**src/rtl/tmds_decoder_rx.sv**
```systemverilog
// tmds_decoder_rx: single-lane TMDS receiver.
// Deserialises one bit per clk (bit0 of each word first) and finds the 10-bit word
// boundary by bit-slipping until DVI control tokens line up. Each aligned word is
// decoded to video data (vde=1) or control data (vde=0).
//
// Ports:
//   clk          bit clock (10x pixel clock)
//   reset        asynchronous, active-high
//   tmds_in      serial TMDS bit, already in the clk domain
//   word_strobe  1-clk pulse: word_out/vd/cd/vde/locked updated this cycle
//   word_out     raw 10-bit word at the current alignment
//   vd           decoded video data (0 unless locked data word)
//   cd           decoded control data {c1,c0} (0 unless locked control word)
//   vde          1 = data word, 0 = control word or unlocked
//   locked       word alignment established
module tmds_decoder_rx #(
    parameter int unsigned lock_tokens  = 16,
    parameter int unsigned search_words = 1024,
    parameter int unsigned slip_guard   = 2
) (
    input  logic       clk,
    input  logic       reset,
    input  logic       tmds_in,
    output logic       word_strobe,
    output logic [9:0] word_out,
    output logic [7:0] vd,
    output logic [1:0] cd,
    output logic       vde,
    output logic       locked
);

    localparam int unsigned TokW   = $clog2(lock_tokens + 1);
    localparam int unsigned MissW  = $clog2(search_words + 1);
    localparam int unsigned GuardW = (slip_guard > 0) ? $clog2(slip_guard + 1) : 1;

    typedef enum logic [1:0] {StSearch, StSlip, StLocked} state_e;

    // Deserializer
    logic [9:0] sh_q;
    logic [3:0] phase_q, phase_d;
    logic [9:0] word_q;
    logic       cap_q;
    logic       slip_req;

    // FSM
    state_e            state_q, state_d;
    logic [TokW-1:0]   tok_cnt_q, tok_cnt_d;
    logic [MissW-1:0]  miss_cnt_q, miss_cnt_d;
    logic [GuardW-1:0] guard_cnt_q, guard_cnt_d;
    logic              word_locked;

    // Decode
    logic       is_tok;
    logic [1:0] tok_cd;
    logic [7:0] dat_d;
    logic [7:0] dat_vd;

    // Output registers
    logic       strobe_q;
    logic [9:0] word_out_q;
    logic [7:0] vd_q;
    logic [1:0] cd_q;
    logic       vde_q;
    logic       locked_q;

    // A slip is only requested on the cycle after a capture, when phase is 0; holding
    // the phase there stretches the current frame to 11 clks.
    always_comb begin
        if (slip_req) begin
            phase_d = phase_q;
        end else if (phase_q == 4'd9) begin
            phase_d = 4'd0;
        end else begin
            phase_d = phase_q + 4'd1;
        end
    end

    always_ff @(posedge clk or posedge reset) begin
        if (reset) begin
            sh_q    <= '0;
            phase_q <= '0;
            word_q  <= '0;
            cap_q   <= 1'b0;
        end else begin
            sh_q    <= {tmds_in, sh_q[9:1]};
            phase_q <= phase_d;
            cap_q   <= (phase_q == 4'd9);
            if (phase_q == 4'd9) begin
                word_q <= {tmds_in, sh_q[9:1]};
            end
        end
    end

    always_comb begin
        is_tok = 1'b1;
        tok_cd = 2'b00;
        case (word_q)
            10'b1101010100: tok_cd = 2'b00;
            10'b0010101011: tok_cd = 2'b01;
            10'b0101010100: tok_cd = 2'b10;
            10'b1010101011: tok_cd = 2'b11;
            default:        is_tok = 1'b0;
        endcase
    end

    // Undo the optional inversion, then the XOR/XNOR transition chain.
    always_comb begin
        dat_d     = word_q[9] ? ~word_q[7:0] : word_q[7:0];
        dat_vd    = '0;
        dat_vd[0] = dat_d[0];
        for (int i = 1; i < 8; i++) begin
            dat_vd[i] = word_q[8] ? (dat_d[i] ^ dat_d[i-1]) : ~(dat_d[i] ^ dat_d[i-1]);
        end
    end

    // FSM state register
    always_ff @(posedge clk or posedge reset) begin
        if (reset) begin
            state_q     <= StSearch;
            tok_cnt_q   <= '0;
            miss_cnt_q  <= '0;
            guard_cnt_q <= '0;
        end else begin
            state_q     <= state_d;
            tok_cnt_q   <= tok_cnt_d;
            miss_cnt_q  <= miss_cnt_d;
            guard_cnt_q <= guard_cnt_d;
        end
    end

    // FSM next state, evaluated once per captured word
    always_comb begin
        state_d     = state_q;
        tok_cnt_d   = tok_cnt_q;
        miss_cnt_d  = miss_cnt_q;
        guard_cnt_d = guard_cnt_q;
        slip_req    = 1'b0;
        if (cap_q) begin
            unique case (state_q)
                StSearch: begin
                    if (is_tok) begin
                        miss_cnt_d = '0;
                        if (tok_cnt_q == TokW'(lock_tokens - 1)) begin
                            tok_cnt_d = '0;
                            state_d   = StLocked;
                        end else begin
                            tok_cnt_d = tok_cnt_q + TokW'(1);
                        end
                    end else begin
                        tok_cnt_d = '0;
                        if (miss_cnt_q == MissW'(search_words - 1)) begin
                            miss_cnt_d = '0;
                            slip_req   = 1'b1;
                            state_d    = StSlip;
                        end else begin
                            miss_cnt_d = miss_cnt_q + MissW'(1);
                        end
                    end
                end
                StSlip: begin
                    // Words straddling the old boundary are still in flight; skip them.
                    if (32'(guard_cnt_q) + 32'd1 >= slip_guard) begin
                        guard_cnt_d = '0;
                        state_d     = StSearch;
                    end else begin
                        guard_cnt_d = guard_cnt_q + GuardW'(1);
                    end
                end
                StLocked: begin
                    if (is_tok) begin
                        miss_cnt_d = '0;
                    end else if (miss_cnt_q == MissW'(search_words - 1)) begin
                        miss_cnt_d = '0;
                        slip_req   = 1'b1;
                        state_d    = StSlip;
                    end else begin
                        miss_cnt_d = miss_cnt_q + MissW'(1);
                    end
                end
                default: state_d = StSearch;
            endcase
        end
    end

    // FSM output: lock rises one word after entry, but falls on the word that exhausts
    // the miss budget.
    always_comb begin
        word_locked = (state_q == StLocked) && !slip_req;
    end

    // One-word output pipeline
    always_ff @(posedge clk or posedge reset) begin
        if (reset) begin
            strobe_q   <= 1'b0;
            word_out_q <= '0;
            vd_q       <= '0;
            cd_q       <= '0;
            vde_q      <= 1'b0;
            locked_q   <= 1'b0;
        end else begin
            strobe_q <= cap_q;
            if (cap_q) begin
                word_out_q <= word_q;
                locked_q   <= word_locked;
                if (!word_locked) begin
                    vde_q <= 1'b0;
                    vd_q  <= '0;
                    cd_q  <= '0;
                end else if (is_tok) begin
                    vde_q <= 1'b0;
                    vd_q  <= '0;
                    cd_q  <= tok_cd;
                end else begin
                    vde_q <= 1'b1;
                    vd_q  <= dat_vd;
                    cd_q  <= '0;
                end
            end
        end
    end

    assign word_strobe = strobe_q;
    assign word_out    = word_out_q;
    assign vd          = vd_q;
    assign cd          = cd_q;
    assign vde         = vde_q;
    assign locked      = locked_q;

endmodule
```
**config.mk**
```make
export PLATFORM = sky130hd
export DESIGN_NAME = tmds_decoder_rx
export DESIGN_NICKNAME = d
export VERILOG_FILES = /design/src/rtl/tmds_decoder_rx.sv
export SDC_FILE = /design/constraint.sdc
export NUM_CORES = 1
export LEC_CHECK = 0
export CAP_MARGIN = 20
export CORE_MARGIN = 3
export CORE_UTILIZATION = 55
export DETAILED_ROUTE_END_ITERATION = 16
export GPL_TIMING_DRIVEN = 0
export HOLD_SLACK_MARGIN = 0.08
export PLACE_DENSITY_LB_ADDON = 0.25
export SLEW_MARGIN = 10
export SYNTH_ARGS = -nofsm -noshare
export SYNTH_HDL_FRONTEND = slang
export SYNTH_SLANG_ARGS = --single-unit
```
**constraint.sdc**
```tcl
create_clock -name clk -period 5.61 [get_ports clk]
set_input_delay 1.122 -clock clk [delete_from_list [all_inputs] [get_ports clk]]
set_output_delay 1.122 -clock clk [all_outputs]
set_load 0.1 [all_outputs]
```
## Word-level counts from Yosys, hierarchy flattened

Index checks and enable logic that the tools add are counted.

| word-level totals | value |
|---|---|
| bits in registers | 68 |
| latch bits | 0 |
| RAM bits | 0 |
| bits in read-only memories | 0 |
| output and inout bits | 23 |
| memories kept | 0 |

| operators by class | value |
|---|---|
| add/subtract/negate cells | 5 |
| multiply operators | 0 |
| divide/modulo/power cells | 0 |
| magnitude comparators | 1 |
| equal/unequal tests | 12 |
| shifts and indexed selects | 0 |
| multiplexer cells | 32 |
| bitwise gates (word level) | 15 |
| reductions and logical operators | 9 |

Operator list:

| cell | count |
|---|---|
| 2-to-1 mux 8 bit | 3 |
| 2-to-1 mux 11 bit | 2 |
| equality test 10 bit (second input constant) | 2 |
| 2-to-1 mux 2 bit | 8 |
| 2-to-1 mux 1 bit | 14 |
| one-hot mux 2 bit (3 select lines) | 2 |
| adder 11 x 1 -> 11 bit (second input constant) | 1 |
| equality test 11 x 10 -> 1 bit (second input constant) | 1 |
| equality test 10 x 8 -> 1 bit (second input constant) | 1 |
| equality test 10 x 9 -> 1 bit (second input constant) | 1 |
| 2-to-1 mux 5 bit | 2 |
| inverter 8 bit | 1 |
| inverter 1 bit | 7 |
| bitwise XOR 1 bit | 7 |
| AND reduction 2 bit | 3 |
| adder 5 x 1 -> 5 bit (second input constant) | 1 |
| equality test 5 x 4 -> 1 bit (second input constant) | 1 |
| adder 4 x 1 -> 4 bit (second input constant) | 1 |
| equality test 4 bit (second input constant) | 1 |
| 2-to-1 mux 4 bit | 1 |
| inequality test 2 bit (second input constant) | 2 |
| AND reduction 4 bit | 1 |
| OR reduction 4 bit | 1 |
| adder 2 x 1 -> 3 bit (second input constant) | 1 |
| 9 further kinds | 9 |

## Depth between registers and ports, before layout

Gate-level depths: netlist of the first run.

| depth | value |
|---|---|
| word-level depth | 9 |
| mapped depth | 8 |

## Worst setup path after synthesis of the first run

Ideal clock, no wire load.

| timing | value |
|---|---|
| kind | register to output |
| from | register cd_q[0] (netlist: cd[0]) |
| to | output cd[0] |
| data arrival time | 0.897 ns |
| data required time | 4.488 ns |
| setup slack | 3.591 ns |
| stages on the path, launching flop included | 1 |
| path buffers | 0 |
| cells stage by stage | dfrtp_1 |

RTL lines:

| item | line | text |
|---|---|---|
| start: declaration | 62 | `logic [1:0] cd_q;` |
| start signal: assignment | 212 | `cd_q <= tok_cd;` |
| end: declaration | 27 | `output logic [1:0] cd,` |

No word-level cell between the ends.

## Final worst setup path of the first run

| timing | value |
|---|---|
| from | register word_out_q[6] (netlist: word_out[6]) |
| to | output word_out[6] |

RTL lines:

| item | line | text |
|---|---|---|
| start: declaration | 60 | `logic [9:0] word_out_q;` |
| start signal: assignment | 203 | `word_out_q <= word_q;` |
| end: declaration | 25 | `output logic [9:0] word_out,` |

No word-level cell between the ends.

==> results.sh, run 1 <==
export IMPL_maxSlewViolCount=0
export IMPL_cp_num_buf_inv=1
export IMPL_synthesis_nets=262
export IMPL_synth_distinct_cells=52
export IMPL_drive_gt1_share_pct=18.7
export IMPL_switchingPower_w=0.000256
export IMPL_htree_num_levels=3
export IMPL_p_seq_share_pct=53.9
export IMPL_tns_ps=0
export IMPL_cp_required_ps=4490
export IMPL_finalPower_w=0.000934
export IMPL_nets=298
export IMPL_dr_first_iter_drc_count=70
export IMPL_finalNonFillerCells=364
export IMPL_io_pins=26
export IMPL_syn_cell_area_um2=3010
export IMPL_cts_buffer_depth=2
export IMPL_fin_worst_skew_ps=6.65
export IMPL_startpoint_type="flip-flop"
export IMPL_status="finished, final reports clean"
export IMPL_seq_area_frac_synth_pct=55.6
export IMPL_via_per_inst=5.37
export IMPL_r2r_setup_slack_ps=3580
export IMPL_max_slew_margin_pct=34.3
export IMPL_worstPathCellList="clkdlybuf4s50_1"
export IMPL_die_area_um2=6400
export IMPL_grt_pass1_vias=2057
export IMPL_io_buffers=25
export IMPL_ys_top_cells_by_area="dfrtp_1 56%, mux2_2 7.1%, xnor2_1 3.8%, ha_1 2.5%, inv_1 2.5%"
export IMPL_synth_ff_type="dfrtp_1"
export IMPL_critPathMaxStageDelay_ps=1150
export IMPL_cts_tree="built"
export IMPL_synthTopCellsByCount="67 x dfrtp_1, 20 x inv_1, 20 x nand2_1"
export IMPL_crit_type="reg2out"
export IMPL_ys_seq_elements=67
export IMPL_fillers=395
export IMPL_pwr_share_comb_pct=7.6
export IMPL_rows=26
export IMPL_p_sw_share_pct=27.4
export IMPL_hold_path_class="reg2reg"
export IMPL_syn_inst=253
export IMPL_internal_power_w=0.000679
export IMPL_power_leakage_nw=1.53
export IMPL_crit_path_top_delay_cell="clkdlybuf4s50_1"
export IMPL_yosys_area_top_type="dfrtp_1"
export IMPL_synth_area_per_cell_um2=11.9
export IMPL_antenna_found_initial=0
export IMPL_synth_top_area_share_pct=55.6
export IMPL_ir_drop_mv=0.204
export IMPL_initial_core_util_pct=57.9
export IMPL_overflow=0
export IMPL_clock_sinks=67
export IMPL_vias=1954
export IMPL_finalSetupViolations=0
export IMPL_rsz0062_at_grt="no"
export IMPL_route_detailed_drc=0
export IMPL_clkPwrFrac_pct=38.5
export IMPL_yosysWarnings=0
export IMPL_grt_max_degree=68
export IMPL_numCtsBuffers=9
export IMPL_max_slew_worst_pin_slew_ps=983
export IMPL_grt_pass1_wl_um=9690
export IMPL_post_synth_top_count_cell="dfrtp_1"
export IMPL_pwr_density_cell_nw_per_um2=265
export IMPL_clk_pin_slew_ps=70
export IMPL_root_buffer="clkbuf_8"
export IMPL_area_delta_synth_final_pct=17.1
export IMPL_post_cts_buffers=0
export IMPL_placed_cells=348
export IMPL_fmax_mhz=332
export IMPL_gp_congestion=0.756
export IMPL_register_area_um2=1680
export IMPL_clk_latency_ps=360
export IMPL_wirelength_um=5510
export IMPL_arrival_ps=1890
export IMPL_n_antenna_cell=0
export IMPL_cts_resized=0
export IMPL_antenna_left=0
export IMPL_hpwlAfterDp_um=3760
export IMPL_cp_top_family="buffers and inverters"
export IMPL_routedWlPerCell_um=15.1
export IMPL_grt_usage_pct=20.4
export IMPL_post_route_period_util_pct=53.7
export IMPL_async_flop_share_pct=100
export IMPL_core_area_um2=5200
export IMPL_fp_dieH_um=80.0
export IMPL_cts_hold_buf=0
export IMPL_multiInputGateArea_um2=1190
export IMPL_dr_pass1_iters=4
export IMPL_synth_edff_count=0
export IMPL_die_w_um=80.0
export IMPL_period_minus_slack_ps=3010
export IMPL_endpoint_kind="primary output"
export IMPL_maxCapViolations=0
export IMPL_cp_max_fo=2
export IMPL_final_hold_viol_count=0
per-layer routing:
layer	part of all wire (%)	routed length [µm]	up-vias	global-route usage, %
met5	0	0	-	0
met4	1.7	95	0	8.11
met3	4.6	254	11	8.01
met2	45	2490	32	31.2
met1	48	2670	964	26.0
li1	-	-	947	-
layout make-up:
type,instances,share of cell area (%)
flip-flops and latches,67,47.5
clock buffers,9,3.51
plain buffers,12,2.02
well taps,70,2.48
inverters,20,2.20
clock inverters,7,1.45
multi-input cells,154,33.7
repair buffers,25,7.09
worst paths after layout:
| check | endpoint | startpoint | cells past startpoint |
|---|---|---|---|
| worst min-delay path | sh_q[3] | sh_q[4] | 0 |
| min in group asynchronous | sh_q[1] | reset | 2 |
| worst min register to register | sh_q[3] | sh_q[4] | 0 |
| worst max register to register | phase_q[1] | miss_cnt_q[0] | 7 |
| worst max-delay path | word_out[6] | word_out[6] | 1 |
| max in group asynchronous | word_out[9] | reset | 2 |
state kept, by name, summed over array words and instances, names as in the netlist:
signal	cells
cap_q	1
cd	2
guard_cnt_q	2
locked	1
miss_cnt_q	11
phase_q	4
sh_q	9
state_q	2
tok_cnt_q	5
vd	8
vde	1
word_out	10
word_q	10
word_strobe	1
layout by cell type (no fill, tap or decap), drive strengths merged, types with 3 or more instances in the layout:
| cell | synthesis | layout |
|---|---|---|
| ha | 6 | 6 |
| nand2b | 4 | 4 |
| nand2 | 20 | 20 |
| clkbuf | 4 | 13 |
| nor2 | 13 | 13 |
| nor2b | 3 | 3 |
| nand3 | 9 | 9 |
| a21o | 3 | 3 |
| inv | 20 | 23 |
| or3 | 4 | 4 |
| xor2 | 4 | 4 |
| dfrtp | 67 | 67 |
| buf | 8 | 8 |
| a21oi | 3 | 3 |
| o21ai | 11 | 11 |
| nand4b | 4 | 4 |
| nor4 | 3 | 3 |
| clkdlybuf4s50 | 0 | 25 |
| xnor2 | 13 | 13 |
| o22ai | 10 | 10 |
| mux2 | 20 | 20 |
power by group through the flow:
stage	clock, W	sequential [W]	combinational, W
after floorplan	0	0.000537	0.0000288
after global placement	0	0.000513	0.0000700
after detailed placement	0	0.000513	0.0000717
after CTS	0.000371	0.000504	0.0000720
after global routing	0.000391	0.000505	0.0000756
final	0.000359	0.000504	0.0000709
per-stage QoR:
| stage | utilization (%) | instance area (µm²) | worst slack, ps | hold WS [ps] |
|---|---|---|---|---|
| global placement | 64.4 | 3350 | 1720 | 351 |
| floorplan | - | 3010 | 2800 | 349 |
| global route | 67.8 | 3530 | 2540 | 377 |
| finish | 67.8 | 3530 | 2600 | 371 |
| detailed placement | 64.4 | 3350 | 2990 | 357 |
| CTS | 67.8 | 3530 | 2580 | 375 |
logic make-up after synthesis:
kind of cell | after synthesis | share of synthesized area (%)
DFF | 67 | 55.6
xor gates and xnor gates | 17 | 4.94
buffers and inverters | 32 | 4.86
muxes | 22 | 8.14
AOI/OAI and AO/OA | 37 | 8.56
adders and majority gates | 6 | 2.49
and+or+nand+nor | 72 | 15.4
Power figures use the tool's default switching activity.
==> inputs of run 2 (changes only) <==
==> constraint.sdc (replaced) <==
create_clock -name clk -period 2.9 [get_ports clk]
set_input_delay 0.58 -clock clk [delete_from_list [all_inputs] [get_ports clk]]
set_output_delay 0.58 -clock clk [all_outputs]
set_load 0.1 [all_outputs]
==> results of run 2 <==
Same layout as run 1 (identical final DEF). Status: finished, final reports clean.
Among the figures that moved: setup slack after placement 2990 ps -> 826 ps; setup slack after layout 2600 ps -> 429 ps; register-to-register setup slack 3580 ps -> 870 ps; total power 0.000934 W -> 0.00181 W; worst IR drop on VDD 0.204 mV -> 0.395 mV
==> inputs of run 3 (changes only) <==
--- a/config.mk
+++ b/config.mk
@@ -5,7 +5,6 @@
 export SDC_FILE = /design/constraint.sdc
 export NUM_CORES = 1
 export LEC_CHECK = 0
-export CAP_MARGIN = 20
 export CORE_MARGIN = 3
 export CORE_UTILIZATION = 55
 export DETAILED_ROUTE_END_ITERATION = 16
==> results of run 3 <==
Same layout as run 1 (identical final DEF). Status: finished, final reports clean.
Among the figures that moved: setup slack after placement 2990 ps -> 826 ps; setup slack after layout 2600 ps -> 429 ps; register-to-register setup slack 3580 ps -> 870 ps; total power 0.000934 W -> 0.00181 W; worst IR drop on VDD 0.204 mV -> 0.395 mV
